$ cat src/rtl/fifo_tx_arbiter.sv
// fifo_tx_arbiter: picks one of NCH source FIFOs, reads one word from it with a
// fixed read latency, hands the word to a byte transmitter and then waits for
// the transmitter to return to idle (or times out) before the next grant.
module fifo_tx_arbiter #(
  parameter int unsigned NCH    = 3,
  parameter int unsigned DW     = 8,
  parameter int unsigned RD_LAT = 2,
  parameter int unsigned MODE   = 0,
  parameter int unsigned TO_CYC = 4096
) (
  input  logic                   clk_24m,
  input  logic                   rstn,
  input  logic [NCH-1:0]         ch_empty,
  input  logic [NCH*DW-1:0]      ch_data,
  input  logic                   idle,
  output logic [NCH-1:0]         ch_rden,
  output logic [DW-1:0]          tx_data,
  output logic                   tx_start,
  output logic [$clog2(NCH)-1:0] grant_id,
  output logic                   err_timeout
);

  localparam int unsigned GW  = $clog2(NCH);
  localparam int unsigned WCW = 3;
  localparam int unsigned TCW = $clog2(TO_CYC + 1);

  localparam logic [2:0] S_IDLE = 3'd0;
  localparam logic [2:0] S_RD   = 3'd1;
  localparam logic [2:0] S_WAIT = 3'd2;
  localparam logic [2:0] S_LOAD = 3'd3;
  localparam logic [2:0] S_SEND = 3'd4;

  // synchroniser stages
  logic [NCH-1:0] empty_s1;
  logic [NCH-1:0] empty_s2;
  logic           idle_s1;
  logic           idle_s2;
  logic           idle_prev;
  logic           idle_rise;

  // arbitration
  logic [NCH-1:0] req;
  logic           found;
  logic [NCH-1:0] rot_fp;
  logic [GW-1:0]  pick_fp;
  logic           hit_fp;
  logic [NCH-1:0] rot_rr;
  logic [GW-1:0]  pick_rr;
  logic           hit_rr;
  int unsigned    rr_idx;
  logic [GW-1:0]  pick;

  // FSM and datapath registers
  logic [2:0]     state;
  logic [2:0]     state_nxt;
  logic [GW-1:0]  gnt;
  logic [GW-1:0]  gnt_nxt;
  logic [WCW-1:0] wcnt;
  logic [WCW-1:0] wcnt_nxt;
  logic [TCW-1:0] tcnt;
  logic [TCW-1:0] tcnt_nxt;
  logic [NCH-1:0] rden_nxt;
  logic [DW-1:0]  tx_data_nxt;
  logic           tx_start_nxt;
  logic [GW-1:0]  grant_id_nxt;
  logic           err_nxt;

  // Bring the asynchronous empty flags and transmitter idle into clk_24m.
  // Empty resets to 1 and idle to 0 so nothing is granted until both stages fill.
  always_ff @(posedge clk_24m or negedge rstn) begin
    if (!rstn) begin
      empty_s1  <= '1;
      empty_s2  <= '1;
      idle_s1   <= 1'b0;
      idle_s2   <= 1'b0;
      idle_prev <= 1'b0;
    end else begin
      empty_s1  <= ch_empty;
      empty_s2  <= empty_s1;
      idle_s1   <= idle;
      idle_s2   <= idle_s1;
      idle_prev <= idle_s2;
    end
  end

  assign idle_rise = idle_s2 & ~idle_prev;
  assign req       = ~empty_s2;
  assign found     = |req;

  // Fixed priority: lowest-index requesting channel.
  always_comb begin
    rot_fp  = '0;
    pick_fp = '0;
    hit_fp  = 1'b0;
    for (int unsigned i = 0; i < NCH; i++) begin
      rot_fp = req >> i;
      if (!hit_fp && rot_fp[0]) begin
        hit_fp  = 1'b1;
        pick_fp = GW'(i);
      end
    end
  end

  // Round robin: search upward from the channel after the last grant, wrapping.
  always_comb begin
    rot_rr  = '0;
    pick_rr = '0;
    hit_rr  = 1'b0;
    rr_idx  = 0;
    for (int unsigned k = 1; k <= NCH; k++) begin
      rr_idx = (32'(gnt) + k) % NCH;
      rot_rr = req >> rr_idx;
      if (!hit_rr && rot_rr[0]) begin
        hit_rr  = 1'b1;
        pick_rr = GW'(rr_idx);
      end
    end
  end

  assign pick = (MODE == 0) ? pick_fp : pick_rr;

  // Next-state and next-output logic.
  always_comb begin
    state_nxt    = state;
    gnt_nxt      = gnt;
    wcnt_nxt     = wcnt;
    tcnt_nxt     = tcnt;
    rden_nxt     = '0;
    tx_data_nxt  = tx_data;
    tx_start_nxt = 1'b0;
    grant_id_nxt = grant_id;
    err_nxt      = 1'b0;
    case (state)
      S_IDLE: begin
        if (idle_s2 && found) begin
          gnt_nxt   = pick;
          rden_nxt  = NCH'(1) << pick;
          state_nxt = S_RD;
        end
      end
      S_RD: begin
        // read enable was raised on entry; skip WAIT when data arrives next cycle
        wcnt_nxt  = '0;
        state_nxt = (RD_LAT > 1) ? S_WAIT : S_LOAD;
      end
      S_WAIT: begin
        if (wcnt == WCW'(RD_LAT - 2)) begin
          state_nxt = S_LOAD;
        end else begin
          wcnt_nxt = wcnt + WCW'(1);
        end
      end
      S_LOAD: begin
        tx_data_nxt  = DW'(ch_data >> (32'(gnt) * DW));
        tx_start_nxt = 1'b1;
        grant_id_nxt = gnt;
        tcnt_nxt     = '0;
        state_nxt    = S_SEND;
      end
      S_SEND: begin
        // a transmitter return on the terminal cycle takes precedence over the timeout
        if (idle_rise) begin
          state_nxt = S_IDLE;
        end else if (tcnt == TCW'(TO_CYC - 1)) begin
          err_nxt   = 1'b1;
          state_nxt = S_IDLE;
        end else begin
          tcnt_nxt = tcnt + TCW'(1);
        end
      end
      default: begin
        state_nxt = S_IDLE;
      end
    endcase
  end

  // State, counters and registered outputs.
  always_ff @(posedge clk_24m or negedge rstn) begin
    if (!rstn) begin
      state       <= S_IDLE;
      gnt         <= GW'(NCH - 1);
      wcnt        <= '0;
      tcnt        <= '0;
      ch_rden     <= '0;
      tx_data     <= '0;
      tx_start    <= 1'b0;
      grant_id    <= '0;
      err_timeout <= 1'b0;
    end else begin
      state       <= state_nxt;
      gnt         <= gnt_nxt;
      wcnt        <= wcnt_nxt;
      tcnt        <= tcnt_nxt;
      ch_rden     <= rden_nxt;
      tx_data     <= tx_data_nxt;
      tx_start    <= tx_start_nxt;
      grant_id    <= grant_id_nxt;
      err_timeout <= err_nxt;
    end
  end

endmodule

$ cat config.mk
export PLATFORM = sky130hd
export DESIGN_NAME = fifo_tx_arbiter
export DESIGN_NICKNAME = d
export VERILOG_FILES = /design/src/rtl/fifo_tx_arbiter.sv
export SDC_FILE = /design/constraint.sdc
export NUM_CORES = 1
export LEC_CHECK = 0
export BUFFER_PORTS_ARGS = -buffer_cell sky130_fd_sc_hd__buf_2
export CAP_MARGIN = 20
export CORE_MARGIN = 4
export CORE_UTILIZATION = 29
export DETAILED_ROUTE_END_ITERATION = 6
export GPL_ROUTABILITY_DRIVEN = 0
export SETUP_SLACK_MARGIN = 0.15
export SLEW_MARGIN = 20
export SYNTH_ARGS = -nofsm -noshare
export SYNTH_HDL_FRONTEND = slang
export SYNTH_SLANG_ARGS = --single-unit
$ cat constraint.sdc
create_clock -name clk_24m -period 5.6 [get_ports clk_24m]
set_input_delay 1.12 -clock clk_24m [delete_from_list [all_inputs] [get_ports clk_24m]]
set_output_delay 1.12 -clock clk_24m [all_outputs]
set_load 0.01 [all_outputs]
==> summary.txt, run 1 <==
Floorplanning
  – Initial core utilization: 0.305
  – Row count: 30
  – Core ar.: 6910 um^2
  – Die area: 8680 um^2
  – I/O pin cnt: 45
  – Die height: 93.2 um
  – Die Wd: 93.2 um

Drt
  – DR iter-0 viols: 85
  – Vias: 1547
  – WL final: 4050 um
  – Residual DRC: 0
  – Drt pass-1 iters: 4
  – Vias/cell: 4.54
  – WL/cell: 11.9 um
  – Antenna-violating nets left: 0

Logic synthesis
  – Top FF cell, synth: dfrtp_1
  – Number of synthesized flops with an enable pin: 0
  – Mean Syn Cell Area: 10.4 um^2
  – Post-Syn Nets: 236
  – Ys Warns: 0
  – Post-synthesis sequential area ratio: 0.540
  – Post-synth cell types: 47
  – Synthesized flop and latch total: 45
  – Synth Cell Area: 2100 um^2
  – Ys async rst share: 1.00
  – Post-Synthesis Cells: 203

GRT
  – Tot GR Track Use: 0.0966
  – Vias in the first global route: 1495
  – Largest net degree at the start of global routing: 46
  – First-pass GRT wire length: 6830 um
  – Initial antenna violation count: 0
  – Overflow after GRT: 0

Hold path
  – Hold Path Depth: 0
  – Hold Path Class: flop to flop

Timing
  – Hold slack: 359 ps
  – Min Tclk post-route: 1990 ps
  – Final Cycle Share: 0.355
  – Fmax: 503 MHz
  – Worst Tran Pin Value: 672 ps
  – Setup TNS: 0 ps
  – RSZ-0062 raised after global routing: false
  – Endpoints failing hold: 0
  – Setup Viol. Count Final: 0
  – Clk_skew: 6.70 ps
  – Slew Limit Fails: 0
  – Slew margin rel.: 0.548

Worst setup path
  – CP Capture Type: flop
  – Worst Path Arrival: 2140 ps
  – Critical Path RT: 5750 ps
  – Peak fanout along the critical path: 14
  – Setup CP Type: flop to flop
  – Critical Path Start Type: flop
  – Register-to-Register Path Depth: 4

Pwr
  – Cell area power density: 393 nW/um^2
  – LEAKAGE: 1.16 nW
  – VDD IR max: 0.229 mV

Final layout
  – Share of cells above drive strength 1: 0.310
  – FILL cells: 707
  – Synth-to-Final Area Change: 19.6%
  – Fin nets: 277
  – N_diodes: 0

Placed design
  – Dpl hpwl: 2960 um
  – IO Port Bufs: 44

Clocking
  – CTS tree: built
  – Post-CTS Setup Bufs: 0
  – Clock Latency Late Sink: 290 ps
  – Sink Count: 45
  – Hold_buf cts: 0
  – Post-CTS sizing: 0
  – CTS buffer count: 5
  – H-tree Lvls: 2
  – Clk buf depth: 2
  – CTS root buf: clkbuf_8
  – Clk pin slew, worst setup/hold paths: 90 ps

Run status
  – Status: finished, final reports clean

Run
  – Count of maximum capacitance violations: 0
==> cells in the mapped netlist (3+ instances only) <==
cell type  number  area share
dfrtp_1        38        0.45
nand2_1        25       0.045
nor2_1         15       0.027
inv_1          12       0.021
o21ai_0        12       0.029
mux2i_1        11       0.052
a21oi_1        10       0.024
clkbuf_1        7       0.012
dfstp_2         7       0.087
nand3_1         6       0.014
ha_1            3       0.018
nor3_1          3      0.0071
or4_1           3       0.011
==> routing by layer <==
| metal | GRT usage | share of wire | vias up |
|---|---|---|---|
| li1 | - | - | 790 |
| met1 | 0.132 | 0.49 | 728 |
| met2 | 0.150 | 0.47 | 29 |
| met3 | 0.0298 | 0.039 | 0 |
| met4 | 0.0220 | 0 | 0 |
| met5 | 0 | 0 | - |
==> path summary, 6_finish.rpt <==
kind                                             from                      to  slack, ps
max in group asynchronous                        rstn   empty_s1[1]$_DFF_PN1_       4410
worst min-delay path            empty_s1[1]$_DFF_PN1_   empty_s2[1]$_DFF_PN1_        360
worst max-delay path             state[0]$_DFFE_PN0P_     tcnt[9]$_DFFE_PN0P_       3610
worst min register to register  empty_s1[1]$_DFF_PN1_   empty_s2[1]$_DFF_PN1_        360
worst max register to register   state[0]$_DFFE_PN0P_     tcnt[9]$_DFFE_PN0P_       3610
min in group asynchronous                        rstn  tx_data[4]$_DFFE_PN0P_        800
==> cells in the final DEF, fill, tap and decap left out, drive strengths merged, types with 3 or more instances in the layout <==
cell	Yosys	final
a21oi	10	10
nor3b	3	3
nand2	25	25
nor2	15	15
clkbuf	8	5
dfrtp	38	38
nor3	3	3
ha	3	3
buf	2	44
nand3	7	7
nor4	3	3
o211ai	3	3
dfstp	7	7
or4	5	5
mux2i	11	11
inv	12	14
o21ai	14	14
==> cell type report <==
cell class                      instances  area [um^2]  area share
Sequential cell                        45         1130       0.451
Multi-Input combinational cell        136          877       0.349
Timing Repair Buffer                   44          223      0.0885
Tap cell                               96          120      0.0477
Clock buffer                            5         68.8      0.0273
Clock inverter                          3         47.5      0.0189
Inverter                               12         45.0      0.0179
==> critical path, cell delays in order, from the launching register on <==
cell and delay [ps]:
dfrtp_1 530, nor3b_4 400, o21ai_2 250, o21ai_2 460, o221ai_1 190
==> power breakdown <==
| part | internal [mW] | switching, mW |
|---|---|---|
| logic | 0.119 | 0.147 |
| registers | 0.394 | 0.0782 |
| clock network | 0.136 | 0.115 |
==> cells by family after synthesis <==
family	after synthesis	synth area share
compound gates	48	0.155
xor+xnor	1	0.00416
fa+ha+maj	3	0.0178
buf+inv	22	0.0434
flops	45	0.540
mux	11	0.0524
simple gates	73	0.187
==> flip-flops by register name, summed over array words and instances, names as in the netlist <==
| signal | flops |
|---|---|
| empty_s2 | 3 |
| state | 3 |
| wcnt | 3 |
| err_timeout | 1 |
| tcnt | 13 |
| tx_data | 8 |
| idle_s2 | 1 |
| gnt | 2 |
| idle_prev | 1 |
| grant_id | 2 |
| tx_start | 1 |
| idle_s1 | 1 |
| ch_rden | 3 |
| empty_s1 | 3 |
==> metrics by stage <==
step | setup WS [ps] | instance area, um^2 | std cells | power, mW | util
after floorplan | 3800 | 2100 | 203 | 0.658 | -
after global placement | 3630 | 2400 | 333 | 0.747 | 0.347
after detailed placement | 3590 | 2400 | 333 | 0.749 | 0.347
after CTS | 3600 | 2510 | 341 | 1.00 | 0.364
after global routing | 3400 | 2520 | 341 | 1.07 | 0.364
final | 3610 | 2520 | 341 | 0.990 | 0.364
No activity file was read; power rests on OpenSTA's default activity.
==> run 2, diff against run 1 <==
==> constraint.sdc (replaced) <==
create_clock -name clk_24m -period 2 [get_ports clk_24m]
set_input_delay 0.4 -clock clk_24m [delete_from_list [all_inputs] [get_ports clk_24m]]
set_output_delay 0.4 -clock clk_24m [all_outputs]
set_load 0.01 [all_outputs]
==> run 2 against run 1 <==
Against the previous run:
- worst setup slack got worse by 3400 ps
- flip-flop and latch count did not move
- wire length rose by 8.0%
- maximum frequency rose by 11%
- first-iteration DRC count fell by 32%
- utilization rose by 1.7 points
- via count rose by 7.1%
- critical path type unchanged
- non-clock buffer count rose by 12
- clock-buffer cell count did not move
- global-route usage rose by 1.0 points
==> summary.txt, run 2 (synthesized netlist as in run 1, its figures left out) <==
Run status
  – Status: finished, final reports clean (unchanged)

Run
  – Count of maximum capacitance violations: 0 (unchanged)

Pwr
  – VDD IR max: 0.640 mV (was 0.229 mV)
  – Cell area power density: 1090 nW/um^2 (was 393 nW/um^2)
  – Gate power share: 0.303 (was 0.269)
  – Net Sw Frac: 0.344 (about the same)
  – LEAKAGE: 1.22 nW (was 1.16 nW)
  – Switch Pwr: 991 uW (was 341 uW)
  – Cell Int Power: 1.89 mW (was 649 uW)
  – Overall power: 2.88 mW (was 990 uW)
  – Clock power frac: 0.246 (was 0.254)
  – Sequential share of power: 0.450 (was 0.477)

Timing
  – RSZ-0062 raised after global routing: false (unchanged)
  – Fmax: 558 MHz (was 503 MHz)
  – Min Tclk post-route: 1790 ps (was 1990 ps)
  – Setup Viol. Count Final: 0 (unchanged)
  – Worst Tran Pin Value: 606 ps (was 672 ps)
  – Slew Limit Fails: 0 (unchanged)
  – Setup TNS: 0 ps (unchanged)
  – Clk_skew: 8.72 ps (was 6.70 ps)
  – Slew margin rel.: 0.596 (was 0.548)
  – Final Cycle Share: 0.895 (was 0.355)
  – Endpoints failing hold: 0 (unchanged)

Floorplanning
  – Die height: 93.2 um (unchanged)
  – Die area: 8680 um^2 (unchanged)
  – I/O pin cnt: 45 (unchanged)
  – Row count: 30 (unchanged)
  – Die Wd: 93.2 um (unchanged)
  – Core ar.: 6910 um^2 (unchanged)
  – Initial core utilization: 0.305 (unchanged)

Final layout
  – Synth-to-Final Area Change: 25.3% (was 19.6%)
  – Area occupied by multi-input gates: 897 um^2 (was 877 um^2)
  – Commonest non-fill, non-tap cells in the layout: buf_2 (44), dfrtp_1 (38), nand2_1 (25), nor2_1 (15) (was buf_2 (43), dfrtp_1 (38), nand2_1 (25), nor2_1 (15))
  – Fin nets: 289 (was 277)
  – N_diodes: 0 (unchanged)
  – Top flop regs: tcnt (13), tx_data (8) (unchanged)
  – Share of cells above drive strength 1: 0.346 (was 0.310)
  – Max reg flops: 13 (unchanged)
  – Largest Register: tcnt (unchanged)
  – FILL cells: 718 (was 707)
  – Register area: 1130 um^2 (unchanged)
  – Most common cell after layout, fill and taps aside: buf_2 (unchanged)

Hold path
  – Hold Path Class: input pin to asynchronous set/reset pin (was flop to flop)

GRT
  – First-pass GRT wire length: 7560 um (was 6830 um)
  – Met2 GRT Util: 0.175 (was 0.150)
  – Largest net degree at the start of global routing: 26 (was 46)
  – Layer with the highest usage: met2 (unchanged)
  – Met3 GRT Util: 0.0257 (was 0.0298)
  – Overflow after GRT: 0 (unchanged)
  – Vias in the first global route: 1651 (was 1495)
  – Tot GR Track Use: 0.107 (was 0.0966)
  – Initial antenna violation count: 0 (unchanged)
  – Met1 usage: 0.140 (was 0.132)

Drt
  – Vias: 1657 (was 1547)
  – Antenna-violating nets left: 0 (unchanged)
  – Residual DRC: 0 (unchanged)
  – Drt pass-1 iters: 4 (unchanged)
  – WL/cell: 12.4 um (was 11.9 um)
  – Vias/cell: 4.69 (was 4.54)
  – DR iter-0 viols: 58 (was 85)
  – WL final: 4370 um (was 4050 um)

Placed design
  – Dpl hpwl: 3140 um (was 2960 um)
  – IO Port Bufs: 44 (unchanged)

Clocking
  – CTS tree: built (unchanged)
  – CTS root buf: clkbuf_8 (unchanged)
  – Hold_buf cts: 0 (unchanged)
  – H-tree Lvls: 2 (unchanged)
  – Sink Count: 45 (unchanged)
  – Clk pin slew, worst setup/hold paths: 90 ps (about the same)
  – Clk buf depth: 2 (unchanged)
  – CTS buffer count: 5 (unchanged)
  – Clock Latency Late Sink: 300 ps (was 290 ps)

Worst setup path
  – Peak fanout along the critical path: 5 (was 14)
  – Worst Path Arrival: 2020 ps (was 2140 ps)
  – Slowest CP cell: or4_4 (was dfrtp_1)
  – Worst path most repeated cell: or4_4 (was o21ai_2)
  – Delay-heaviest family, CP: simple AND/OR/NAND/NOR gates (was compound AO/OA/AOI/OAI gates)
  – R2R Path Start: tcnt[1]$_DFFE_PN0P_ (was state[0]$_DFFE_PN0P_)
  – Setup CP Type: flop to flop (unchanged)
  – Critical Path RT: 2220 ps (was 5750 ps)
  – CP Capture Type: flop (unchanged)
  – Reg2Reg Capture Point: tcnt[10]$_DFFE_PN0P_ (was tcnt[9]$_DFFE_PN0P_)
  – Critical Path Max Stage Delay: 490 ps (was 530 ps)
  – Register-to-Register Path Depth: 5 (was 4)
  – Critical Path Start Type: flop (unchanged)
  – Worst path bufs/invs: 0 (unchanged)
  – FF-to-FF setup slack: 210 ps (was 3610 ps)
  – CP Cell Sequence: ha_4, nand3_4, or4_4, or4_4, o211ai_2 (was nor3b_4, o21ai_2, o21ai_2, o221ai_1)
[run 2: final cells by class]
type                       count  share of cell area
tap                           96              0.0456
sequential                    45               0.430
timing repair buffer          56               0.122
clock buffer                   5              0.0261
clock inverter                 3              0.0180
inverter                      12              0.0171
multi-input combinational    136               0.340
[run 2: power groups by stage]
stage                     registers, mW  clock network, mW  logic (mW)
after CTS                          1.29              0.740       0.872
after global routing               1.33              0.777       0.995
after floorplan                    1.26                  0       0.580
after global placement             1.31                  0       0.822
after detailed placement           1.31                  0       0.834
final                              1.30              0.709       0.873
[run 2: per-layer routing]
metal	part of all wire	wire (um)	vias up
met5	0	0	-
met1	0.46	1990	797
met4	0.0043	19	0
met3	0.044	194	2
met2	0.50	2170	36
li1	-	-	822
[run 2: worst max-delay path by stage]
stage,start,to,slack (ps),cells past startpoint
2_1_floorplan,tcnt[0]$_DFFE_PN0P_,tcnt[10]$_DFFE_PN0P_,200,5
3_5_place_dp,tcnt[0]$_DFFE_PN0P_,tcnt[10]$_DFFE_PN0P_,130,5
4_1_cts,tcnt[0]$_DFFE_PN0P_,tcnt[10]$_DFFE_PN0P_,190,5
6_report,tcnt[1]$_DFFE_PN0P_,tcnt[10]$_DFFE_PN0P_,210,5
5_1_grt,tcnt[1]$_DFFE_PN0P_,tcnt[10]$_DFFE_PN0P_,160,5
3_3_place_gp,tcnt[0]$_DFFE_PN0P_,tcnt[10]$_DFFE_PN0P_,160,5
[run 2: timing repair]
action | CTS | global route
setup buffers | 2 | 3
endpoints found under the setup margin | 1 | 6
resized for setup | 1 | 2
pin swaps | 0 | 2
[run 2: per-stage QoR]
step	cell area [um^2]	cells	setup WS (ps)	hold WS (ps)	util
floorplan	2100	203	200	104	-
global placement	2460	340	158	337	0.357
detailed placement	2460	340	125	335	0.357
CTS	2600	350	185	75.6	0.376
global route	2640	353	157	83.8	0.382
finish	2640	353	209	59.7	0.382
==> run 3, diff against run 2 <==
--- a/config.mk
+++ b/config.mk
@@ -8,9 +8,10 @@
 export BUFFER_PORTS_ARGS = -buffer_cell sky130_fd_sc_hd__buf_2
 export CAP_MARGIN = 20
 export CORE_MARGIN = 4
-export CORE_UTILIZATION = 29
+export CORE_UTILIZATION = 45
 export DETAILED_ROUTE_END_ITERATION = 6
 export GPL_ROUTABILITY_DRIVEN = 0
+export PLACE_DENSITY = 0.68
 export SETUP_SLACK_MARGIN = 0.15
 export SLEW_MARGIN = 20
 export SYNTH_ARGS = -nofsm -noshare
==> run 3 against run 2 <==
Against the previous run:
- clock-buffer cell count grew 3
- maximum frequency is 1.2% lower
- register-to-register slack got worse by 20 ps
- hold slack gained 18 ps
- largest cell class unchanged
- clock power shrank 23%
- power is 5.8% lower
- clock skew down 1.1 ps
- sequential power about the same
- combinational power down 1%
- global-route usage is 4.2 points higher
- sequential share of layout area rose by 1.7 points
- worst setup slack lost 22 ps
- critical path type unchanged
==> summary.txt, run 3 (synthesized netlist as in run 1, its figures left out) <==
GRT
  – Met2 GRT Util: 0.247 (was 0.175)
  – Met3 GRT Util: 0.0366 (was 0.0257)
  – First-pass GRT wire length: 7030 um (was 7560 um)
  – Vias in the first global route: 1473 (was 1651)
  – Initial antenna violation count: 0 (unchanged)
  – Tot GR Track Use: 0.148 (was 0.107)
  – Met1 usage: 0.190 (was 0.140)
  – Largest net degree at the start of global routing: 24 (was 26)
  – Layer with the highest usage: met2 (unchanged)
  – Overflow after GRT: 0 (unchanged)

Floorplanning
  – Die Wd: 76.4 um (was 93.2 um)
  – Initial core utilization: 0.473 (was 0.305)
  – Die area: 5830 um^2 (was 8680 um^2)
  – Row count: 24 (was 30)
  – Core ar.: 4440 um^2 (was 6910 um^2)
  – I/O pin cnt: 45 (unchanged)
  – Die height: 76.4 um (was 93.2 um)

Drt
  – Antenna-violating nets left: 0 (unchanged)
  – WL final: 4190 um (was 4370 um)
  – Vias/cell: 5.11 (was 4.69)
  – Vias: 1574 (was 1657)
  – Residual DRC: 0 (unchanged)
  – DR iter-0 viols: 94 (was 58)
  – Drt pass-1 iters: 4 (unchanged)
  – WL/cell: 13.6 um (was 12.4 um)

Clocking
  – H-tree Lvls: 2 (unchanged)
  – Hold_buf cts: 0 (unchanged)
  – Sink Count: 45 (unchanged)
  – CTS root buf: clkbuf_8 (unchanged)
  – Clk buf depth: 2 (unchanged)
  – Clock Latency Late Sink: 290 ps (was 300 ps)
  – CTS tree: built (unchanged)
  – Clk pin slew, worst setup/hold paths: 70 ps (was 90 ps)
  – CTS buffer count: 5 (unchanged)

Final layout
  – Post-layout util: 0.571 (was 0.382)
  – Largest Register: tcnt (unchanged)
  – Commonest non-fill, non-tap cells in the layout: buf_2 (44), dfrtp_1 (38), nand2_1 (25), nor2_1 (15) (unchanged)
  – Max reg flops: 13 (unchanged)
  – Fin nets: 288 (was 289)
  – Synth-to-Final Area Change: 20.6% (was 25.3%)
  – Final non-filler cell total: 308 (was 353)
  – Most common cell after layout, fill and taps aside: buf_2 (unchanged)
  – FILL cells: 396 (was 718)
  – N_diodes: 0 (unchanged)
  – Share of cells above drive strength 1: 0.344 (was 0.346)
  – Final instance area: 2540 um^2 (was 2640 um^2)
  – Top flop regs: tcnt (13), tx_data (8) (unchanged)

Worst setup path
  – CP Capture Type: flop (unchanged)
  – Setup CP Type: flop to flop (unchanged)
  – Critical Path RT: 2210 ps (was 2220 ps)
  – FF-to-FF setup slack: 190 ps (was 210 ps)
  – CP Cell Sequence: ha_4, nand3_4, or4_4, or4_4, o211ai_2 (unchanged)
  – Critical Path Start Type: flop (unchanged)
  – Slowest CP cell: or4_4 (unchanged)
  – Worst path most repeated cell: or4_4 (unchanged)
  – Peak fanout along the critical path: 4 (was 5)
  – Critical Path Max Stage Delay: 490 ps (about the same)
  – Worst Path Arrival: 2020 ps (about the same)

Timing
  – RSZ-0062 raised after global routing: false (unchanged)
  – Min Tclk post-route: 1810 ps (was 1790 ps)
  – Endpoints failing hold: 0 (unchanged)
  – Final Cycle Share: 0.906 (was 0.895)
  – Setup TNS: 0 ps (unchanged)
  – Clk_skew: 7.60 ps (was 8.72 ps)
  – Slew Limit Fails: 0 (unchanged)
  – Hold slack: 77.9 ps (was 59.7 ps)
  – Fmax: 552 MHz (was 558 MHz)
  – Worst Setup Slack, final: 187 ps (was 209 ps)
  – Setup Viol. Count Final: 0 (unchanged)
  – Slew margin rel.: 0.598 (was 0.596)
  – Worst Tran Pin Value: 602 ps (was 606 ps)

Placed design
  – Pre-CTS setup slack: 136 ps (was 125 ps)
  – Dpl hpwl: 3100 um (was 3140 um)
  – IO Port Bufs: 44 (unchanged)
  – Dpl cells: 298 (was 340)
  – Area after DPL: 2410 um^2 (was 2460 um^2)

Run
  – Count of maximum capacitance violations: 0 (unchanged)

Pwr
  – LEAKAGE: 1.20 nW (was 1.22 nW)
  – Overall power: 2.71 mW (was 2.88 mW)
  – VDD IR max: 0.760 mV (was 0.640 mV)
  – Cell area power density: 1070 nW/um^2 (was 1090 nW/um^2)

Run status
  – Status: finished, final reports clean (unchanged)

Hold path
  – Hold Path Class: input pin to asynchronous set/reset pin (unchanged)
[run 3: changes by cell type in the layout (fill, tap and decap cells not counted), sizes merged]
cell and delta:
buf -1, bufinv -1, clkbuf +3, inv -2
[run 3: worst paths after layout]
check | from | endpoint | depth (start not counted)
min | rstn | tcnt[7]$_DFFE_PN0P_ | 1
max in group asynchronous | rstn | empty_s2[1]$_DFF_PN1_ | 2
max | tcnt[1]$_DFFE_PN0P_ | tcnt[10]$_DFFE_PN0P_ | 5
max reg2reg | tcnt[1]$_DFFE_PN0P_ | tcnt[10]$_DFFE_PN0P_ | 5
min reg2reg | idle_s1$_DFF_PN0_ | idle_s2$_DFF_PN0_ | 0
min in group clk_24m | ch_empty[2] | empty_s1[2]$_DFF_PN1_ | 1
[run 3: area by class of cell]
class / count / area [um^2] / area share
Inverter: 12 / 45.0 / 0.0178
Tap cell: 52 / 65.1 / 0.0256
Timing Repair Buffer: 55 / 303 / 0.119
Multi-Input combinational cell: 136 / 900 / 0.355
Clock buffer: 8 / 90.1 / 0.0355
Sequential cell: 45 / 1130 / 0.447
[run 3: timing repair]
action,4_1_cts,5_1_grt
endpoints found under the hold margin,0,0
endpoints found under the setup margin,1,3
resized for setup,1,3
pin swaps,0,2
buffers inserted,1,1
[run 3: layer usage]
layer  up-vias  wire [um]
li1        812          -
met1       739       1950
met2        19       2080
met3         4        116
met4         0         46
met5         -          0
[run 3: worst max-delay path, delay by kind of cell (launching register included)]
kind | cells | cell delay (ps)
simple gates | 3 | 1060
flops | 1 | 430
fa+ha+maj | 1 | 170
compound gates | 1 | 80
[run 3: report_power, final]
part	internal [mW]	switching (mW)	total [mW]
clock network	0.282	0.268	0.549
logic	0.393	0.471	0.864
registers	1.10	0.195	1.30
